===== config.mk =====
export PLATFORM = sky130hd
export DESIGN_NAME = memory_access
export DESIGN_NICKNAME = d
export VERILOG_FILES = /design/src/rtl/memory_access.sv
export SDC_FILE = /design/constraint.sdc
export NUM_CORES = 1
export LEC_CHECK = 0
export BUFFER_PORTS_ARGS = -buffer_cell sky130_fd_sc_hd__buf_2
export CORE_AREA = 2 2 229 231
export DETAILED_ROUTE_END_ITERATION = 6
export DIE_AREA = 0 0 231 233
export PLACE_DENSITY = 0.42
export REMOVE_ABC_BUFFERS = 1
export SLEW_MARGIN = 15
export SYNTH_ARGS = -nofsm -noshare
export SYNTH_HDL_FRONTEND = slang
export SYNTH_SLANG_ARGS = --single-unit

===== constraint.sdc =====
create_clock -name clk -period 2.3 [get_ports clk]
set_clock_uncertainty 0.2 [all_clocks]
set_input_delay 0.23 -clock clk [delete_from_list [all_inputs] [get_ports clk]]
set_output_delay 0.23 -clock clk [all_outputs]
set_load 0.02 [all_outputs]

===== src/rtl/memory_access.sv =====
// memory_access: M stage of the pipeline. Registers execute results, resolves the
// CBZ select, and performs a single LDUR/STUR over a req/ack data-memory bus with
// a bounded wait. Optional build macro: MISALIGN_CHECK_EN (reject non-8-byte-aligned
// accesses without touching the bus).
module memory_access #(
  parameter int N           = 64,
  parameter int TIMEOUT_CYC = 16
) (
  input  logic         clk,
  input  logic         reset,
  input  logic         start_M,
  input  logic         memRead_M,
  input  logic         memWrite_M,
  input  logic         Branch_M,
  input  logic         zero_M,
  input  logic [N-1:0] aluResult_M,
  input  logic [N-1:0] writeData_M,
  input  logic [N-1:0] PCBranch_M,
  output logic         PCSrc_M,
  output logic [N-1:0] PCBranchOut_M,
  output logic [N-1:0] aluOut_M,
  output logic [N-1:0] readData_M,
  output logic         busy_M,
  output logic         done_M,
  output logic         err_M,
  output logic         dm_req,
  output logic         dm_we,
  output logic [N-1:0] dm_addr,
  output logic [N-1:0] dm_wdata,
  input  logic         dm_ack,
  input  logic [N-1:0] dm_rdata
);

  localparam int CNT_W = $clog2(TIMEOUT_CYC + 1);

  typedef enum logic [1:0] {S_IDLE, S_REQ, S_DONE, S_ERR} state_t;

  state_t             r_state;
  state_t             w_next;
  logic               r_store;
  logic [N-1:0]       r_wdata;
  logic [CNT_W-1:0]   r_cnt;
  logic               w_start;
  logic               w_mem;
  logic               w_misalign;
  logic               w_expire;

  // start_M is only honoured from IDLE; any other cycle it is dropped
  assign w_start = (r_state == S_IDLE) && start_M;
  assign w_mem   = memRead_M | memWrite_M;

`ifdef MISALIGN_CHECK_EN
  assign w_misalign = w_mem && (aluResult_M[2:0] != 3'b000);
`else
  assign w_misalign = 1'b0;
`endif

  // r_cnt holds the number of REQ cycles already completed, so the last allowed
  // REQ cycle is the one where it equals TIMEOUT_CYC-1
  assign w_expire = (r_cnt == CNT_W'(TIMEOUT_CYC - 1));

  // State register; async reset returns to IDLE so dm_req drops immediately
  always_ff @(posedge clk or negedge reset) begin
    if (!reset) r_state <= S_IDLE;
    else        r_state <= w_next;
  end

  // Next-state and bus/handshake outputs; ack takes priority over expiry
  always_comb begin
    w_next   = r_state;
    busy_M   = 1'b0;
    done_M   = 1'b0;
    err_M    = 1'b0;
    dm_req   = 1'b0;
    dm_we    = 1'b0;
    dm_addr  = aluOut_M;
    dm_wdata = r_wdata;
    unique case (r_state)
      S_IDLE: begin
        if (start_M) begin
          if (!w_mem)          w_next = S_DONE;
          else if (w_misalign) w_next = S_ERR;
          else                 w_next = S_REQ;
        end
      end
      S_REQ: begin
        busy_M = 1'b1;
        dm_req = 1'b1;
        dm_we  = r_store;
        if (dm_ack)        w_next = S_DONE;
        else if (w_expire) w_next = S_ERR;
      end
      S_DONE: begin
        busy_M = 1'b1;
        done_M = 1'b1;
        w_next = S_IDLE;
      end
      S_ERR: begin
        busy_M = 1'b1;
        done_M = 1'b1;
        err_M  = 1'b1;
        w_next = S_IDLE;
      end
      default: w_next = S_IDLE;
    endcase
  end

  // Wait counter: cleared on every entry to REQ, counts REQ cycles
  always_ff @(posedge clk or negedge reset) begin
    if (!reset)                 r_cnt <= '0;
    else if (w_start)           r_cnt <= '0;
    else if (r_state == S_REQ)  r_cnt <= r_cnt + 1'b1;
  end

  // Latch execute results at accepted start; capture load data on ack
  always_ff @(posedge clk or negedge reset) begin
    if (!reset) begin
      PCSrc_M       <= 1'b0;
      PCBranchOut_M <= '0;
      aluOut_M      <= '0;
      r_store       <= 1'b0;
      r_wdata       <= '0;
      readData_M    <= '0;
    end else begin
      if (w_start) begin
        PCSrc_M       <= Branch_M & zero_M;
        PCBranchOut_M <= PCBranch_M;
        aluOut_M      <= aluResult_M;
        r_store       <= memWrite_M;   // store wins when both read and write are set
        r_wdata       <= writeData_M;
      end
      if ((r_state == S_REQ) && dm_ack && !r_store)
        readData_M <= dm_rdata;
    end
  end

endmodule

==> summary.md, run 1 <==
| Metric | Value |
|---|---|
| CTS Sinks | `265` |
| Wire per inst | `14.9 µm` |
| Max Slew Vio Count | `0` |
| Top sig layer | `met5` |
| Pwr dens | `1430 nW/µm²` |
| Reg2Reg Depth | `5` |
| Synth Register Bits | `265` |
| Input/output buffers | `589` |
| Final setup viols | `0` |
| Cell count after synthesis | `1060` |
| Final Hold Vio Count | `0` |
| Period utilization | `0.945` |
| Core area | `51100 µm²` |
| CTS clk-pin slew, worst paths | `0.06 ns` |
| Filler instances | `5249` |
| Iter 0 DRT Violations | `289` |
| RSZ-0062 raised after global routing | `false` |
| Critical path class | `reg2reg` |
| Area leader, netlist | `dfrtp_1` |
| Setup ws final | `0.125 ns` |
| Antenna fix cells | `0` |
| R2r setup slk | `0.13 ns` |
| CTS tree | `yes` |
| # rows | `83` |
| Design area | `17700 µm²` |
| Die area | `53800 µm²` |
| Metal2 WL | `18.7 mm` |
| Synth top area cells | `dfrtp_1 (62%), nand2_1 (21%), mux2_2 (6.8%)` |
| Met3 wire len | `3.10 mm` |
| Final Wtd Congestion | `0.776` |
| Synth top area share | `0.623` |
| Vias in the first global route | `10053` |
| Synth cell count leaders | `nand2_1 (584), dfrtp_1 (265), buf_4 (64), mux2_2 (64), buf_2 (19)` |
| Drc violations | `0` |
| Ports | `590` |
| Die Y | `233 µm` |
| Critical Path End Type | `flop` |
| Final wirelength | `38.1 mm` |
| Max Buffers Root-to-Sink | `3` |
| CTS H-Tree Depth | `2` |
| Ys async rst share | `1.00` |
| Total Routing Usage GR | `0.135` |
| Fmax | `460 MHz` |
| Largest net degree at the start of global routing | `117` |
| WP data arrival | `2.44 ns` |
| CP Max Fanout | `35` |
| Hpwl dp | `26.5 mm` |
| Final ANT Viol Nets | `0` |
| Mean Syn Cell Area | `10.0 µm²` |
| Worst reg2reg path startpoint | `r_state[0]` |
| Slew @ Worst Pin | `0.607 ns` |
| Most common cell in the netlist | `nand2_1` |
| Syn. warnings | `0` |
| Root buffer cell | `clkbuf_16` |
| Wire length of the first global-routing pass | `56.8 mm` |
| Leakage power | `9.56 nW` |
| Number of synthesized flops with an enable pin | `0` |
| Starting Density | `0.208` |
| CTS buffer count | `34` |
| Area Growth Syn to Fin | `66.4%` |
| Antenna violations before repair | `2` |
| Final core utilization | `0.347` |
| Die X | `231 µm` |
| Layout cells sized above 1 | `0.393` |
| Total global routing overflow | `0` |
| Placed inst area | `13800 µm²` |
| Synthesized area | `10700 µm²` |
| Crit start category | `flop` |
| Sequential fraction of the synthesis area | `0.623` |
| Synth Flop Type | `dfrtp_1` |
| Worst rel slew slack | `0.596` |
| M1 WL | `15.5 mm` |
| R2r endpoint | `PCSrc_M` |
| First-pass detailed-route iteration total | `4` |
| Status | `finished, final reports clean` |
| Final min period | `2.17 ns` |
| Routed vias | `9817` |
| Min-Delay Path Class | `in2async` |
| Max cap viols | `0` |
| Maximum VDD drop | `0.585 mV` |
| Synth cell types | `26` |
| NumNets Final | `2121` |
| CP required | `2.56 ns` |
| Later-pin clock latency in the skew report | `0.52 ns` |
| Vias per cell | `3.83` |
| Place WS | `0.305 ns` |
## through the flow
stage | cells | TNS, ns | total power [W] | hold WS, ns
after floorplan | 944 | -921.87 | 0.0148 | -0.266
after global placement | 2233 | 0 | 0.0193 | 0.0219
after detailed placement | 2233 | 0 | 0.0194 | 0.0308
after CTS | 2558 | 0 | 0.0258 | 0.0402
after global routing | 2560 | 0 | 0.0271 | 0.107
final | 2560 | 0 | 0.0254 | 0.0819
## placed cells by master (no fill, tap or decap), drive strengths merged
cell         netlist  routed
xor2               1       1
bufinv             0       5
nand3              6       6
clkinv             0       6
o22ai              1       1
clkbuf             5      50
dfrtp            265     265
clkinvlp           0       1
o21a               2       2
nor2               2       2
o21ai              3       3
buf              111     610
nand2            584     584
nor3b              3       3
and3               1       1
or3b               1       1
nand2b             1       1
a21oi              2       2
dlygate4sd3        0     264
inv                2       2
a211oi             1       1
ha                 2       2
or2                1       1
mux2              64      64
and2               2       2
## worst max-delay path: stages (launching register included)
cell and delay [ns]:
dfrtp_2 0.47, nor3b_4 0.35, clkbuf_16 0.29, nand3_1 0.11, dlygate4sd3_1 0.57, nand2_1 0.07
## worst max-delay path by stage
stage / to / start / cells after the start / slack (ns)
2_1_floorplan: PCSrc_M / r_state[1] / 3 / -4.23
3_3_place_gp: readData_M[30] / r_state[1] / 4 / 0.34
3_5_place_dp: readData_M[30] / r_state[1] / 4 / 0.31
4_1_cts: dm_we / r_state[1] / 5 / 0.008
6_report: PCSrc_M / r_state[0] / 5 / 0.13
5_1_grt: PCSrc_M / r_state[0] / 5 / 0.0004
## cells by family after synthesis
family / count (synthesis) / share of synthesized area
AND/OR/NAND/NOR: 601 / 0.216
flip-flops: 265 / 0.623
buffers and inverters: 118 / 0.0854
multiplexers: 64 / 0.0677
AO/OA/AOI/OAI: 9 / 0.00505
adder cells (fa/ha/maj): 2 / 0.00235
XOR/XNOR: 1 / 0.000822
## registers in the layout, indices dropped and copies added (netlist names)
name and flops:
readData_M 64, r_store 1, PCBranchOut_M 64, PCSrc_M 1, dm_wdata 64, r_cnt 5, r_state 2, aluOut_M 64
## power by group
group	internal [W]	switching, W	total (W)
clock	0.00370	0.00206	0.00576
combinational	0.00396	0.00740	0.0114
sequential	0.00694	0.00135	0.00829
total	0.0146	0.0108	0.0254
## layer usage
layer,global-route usage,vias up
met4,0.0369,4
met1,0.156,4555
met3,0.0462,53
met5,0,-
met2,0.236,400
li1,-,4805
## repair_timing
| item | 4_1_cts | 5_1_grt |
|---|---|---|
| setup buffers | 0 | 1 |
| endpoints found under the setup margin | 0 | 2 |
| hold buffers | 264 | 0 |
| hold endpoints to repair | 525 | 0 |
| resized for setup | 0 | 4 |
## final cells by class
class | instances | area, µm² | share of cell area
Clock buffer | 49 | 1040 | 0.0587
Clock inverter | 12 | 188 | 0.0106
Inverter | 2 | 7.51 | 0.000423
Multi-Input combinational cell | 677 | 3130 | 0.177
Sequential cell | 265 | 6630 | 0.374
Tap cell | 680 | 851 | 0.0480
Timing Repair Buffer | 875 | 5870 | 0.331
(Power assumes the default switching activity.)
==> run 2, diff against run 1 <==
==> constraint.sdc (replaced) <==
create_clock -name clk -period 2.5 [get_ports clk]
set_clock_uncertainty 0.2 [all_clocks]
set_input_delay 0.25 -clock clk [delete_from_list [all_inputs] [get_ports clk]]
set_output_delay 0.25 -clock clk [all_outputs]
set_load 0.02 [all_outputs]
==> summary.md, run 2 (same netlist as run 1, synthesis figures left out) <==
| Metric | Value |
|---|---|
| Status | `finished, final reports clean` |
| Final Hold Vio Count | `0` |
| Critical Path End Type | `flop` |
| Crit-path max cell delay | `0.58 ns` |
| Clock Power Share | `0.202` |
| Core area | `51100 µm²` |
| Slew @ Worst Pin | `0.504 ns` |
| Area Growth Syn to Fin | `65.1%` |
| Period utilization | `0.926` |
| CTS Sinks | `265` |
| Vias in the first global route | `10286` |
| Internal | `0.0129 W` |
| CP required | `2.80 ns` |
| Leakage power | `9.51 nW` |
| Crit path cell chain | `nor3b_4 -> buf_12 -> buf_16 -> nand3_1 -> dlygate4sd3_1 -> nand2_1` |
| Overall Power | `0.0228 W` |
| Commonest non-fill, non-tap cell in the layout | `buf_2` |
| NumNets Final | `2125` |
| Wire length of the first global-routing pass | `58.6 mm` |
| First-pass detailed-route iteration total | `5` |
| Max cap viols | `0` |
| Final ANT Viol Nets | `0` |
| Largest net degree at the start of global routing | `86` |
| Drc violations | `0` |
| WP data arrival | `2.62 ns` |
| Dpl cells | `2239` |
| Final core utilization | `0.344` |
| Hpwl dp | `27.2 mm` |
| Setup_tns | `0 ns` |
| Wire per inst | `15.0 µm` |
| CTS buffer count | `31` |
| Max Slew Vio Count | `0` |
| CP Max Fanout | `61` |
| Routed vias | `9886` |
| Max Buffers Root-to-Sink | `3` |
| Critical path class | `reg2reg` |
| Worst rel slew slack | `0.664` |
| CTS tree | `yes` |
| Psw | `0.00989 W` |
| Fmax | `432 MHz` |
| CTS H-Tree Depth | `1` |
| # rows | `83` |
| Crit start category | `flop` |
| Later-pin clock latency in the skew report | `0.56 ns` |
| Final wirelength | `38.4 mm` |
| Post-Layout Cell Count | `2560` |
| Root buffer cell | `clkbuf_16` |
| Total global routing overflow | `0` |
| Filler instances | `5243` |
| Layout cells sized above 1 | `0.391` |
| Final setup viols | `0` |
| RSZ-0062 raised after global routing | `false` |
| Pwr dens | `1290 nW/µm²` |
| Seq pwr share | `0.337` |
| Combinational share of power | `0.460` |
| Antenna fix cells | `0` |
| Final Wtd Congestion | `0.752` |
| Final min period | `2.31 ns` |
| Total Routing Usage GR | `0.138` |
| Most frequent cells in the layout | `buf_2 (588), nand2_1 (584), dfrtp_1 (265), dlygate4sd3_1 (265), mux2_2 (64)` |
| Crit-path slowest cell | `dlygate4sd3_1` |
| Vias per cell | `3.86` |
| Die area | `53800 µm²` |
| CTS clk-pin slew, worst paths | `0.06 ns` |
| Die X | `231 µm` |
| Die Y | `233 µm` |
| Antenna violations before repair | `0` |
| Input/output buffers | `589` |
| Starting Density | `0.208` |
| Iter 0 DRT Violations | `344` |
| Min-Delay Path Class | `in2reg` |
| Maximum VDD drop | `0.586 mV` |
| Sw frac | `0.434` |
| Ports | `590` |
-- run 2: area by class of cell --
class	count	area [µm²]	area share
repair buffers	882	5930	0.337
inverters	2	7.51	0.000427
clock inverters	7	91.3	0.00519
well taps	680	851	0.0484
clock buffers	47	956	0.0543
multi-input cells	677	3130	0.178
flip-flops and latches	265	6630	0.377
-- run 2: critical path: cells and delay by family (launching register included) --
kind / cells / cell delay (ns)
simple gates: 3 / 0.50
flops: 1 / 0.46
buf+inv: 3 / 1.06
-- run 2: worst paths after layout --
check / from / to / slack, ns / depth (start not counted)
worst min register to register: dm_wdata[24] / dm_wdata[24] / 0.27 / 2
worst min-delay path: aluResult_M[0] / aluOut_M[0] / 0.21 / 4
min in group asynchronous: reset / dm_wdata[53] / 0.52 / 3
worst max register to register: r_state[1] / PCSrc_M / 0.19 / 6
worst max-delay path: r_state[1] / PCSrc_M / 0.19 / 6
max in group asynchronous: reset / readData_M[28] / 0.86 / 4
-- run 2: power by group through the flow --
stage                     clock (W)  combinational, W  sequential (W)
after floorplan                   0           0.00291          0.0107
after global placement            0            0.0102         0.00767
after detailed placement          0            0.0103         0.00770
after CTS                   0.00476            0.0106         0.00769
after global routing        0.00495            0.0114         0.00795
final                       0.00461            0.0105         0.00768
-- run 2: metal layers --
layer  part of all wire  routed length (µm)  vias up  GRT usage
li1                   -                   -     4805          -
met1               0.41               15700     4632      0.166
met2               0.49               19000      396      0.243
met3              0.074                2840       53     0.0320
met4              0.023                 872        0     0.0393
met5                  0                   0        -          0
-- run 2: per-stage QoR --
step	hold slack [ns]	setup WS, ns	area, µm²
finish	0.210	0.185	17600
floorplan	-0.246	-4.03	9750
global route	0.200	0.0661	17600
detailed placement	0.00237	0.569	13900
global placement	0.000731	0.604	13900
CTS	0.172	0.0583	17600
-- run 2: repair_timing --
item / CTS / global route
hold endpoints to repair: 525 / 0
hold buffers: 266 / 0
setup buffers: 0 / 1
gates resized for setup: 0 / 1
setup endpoints to repair: 0 / 1
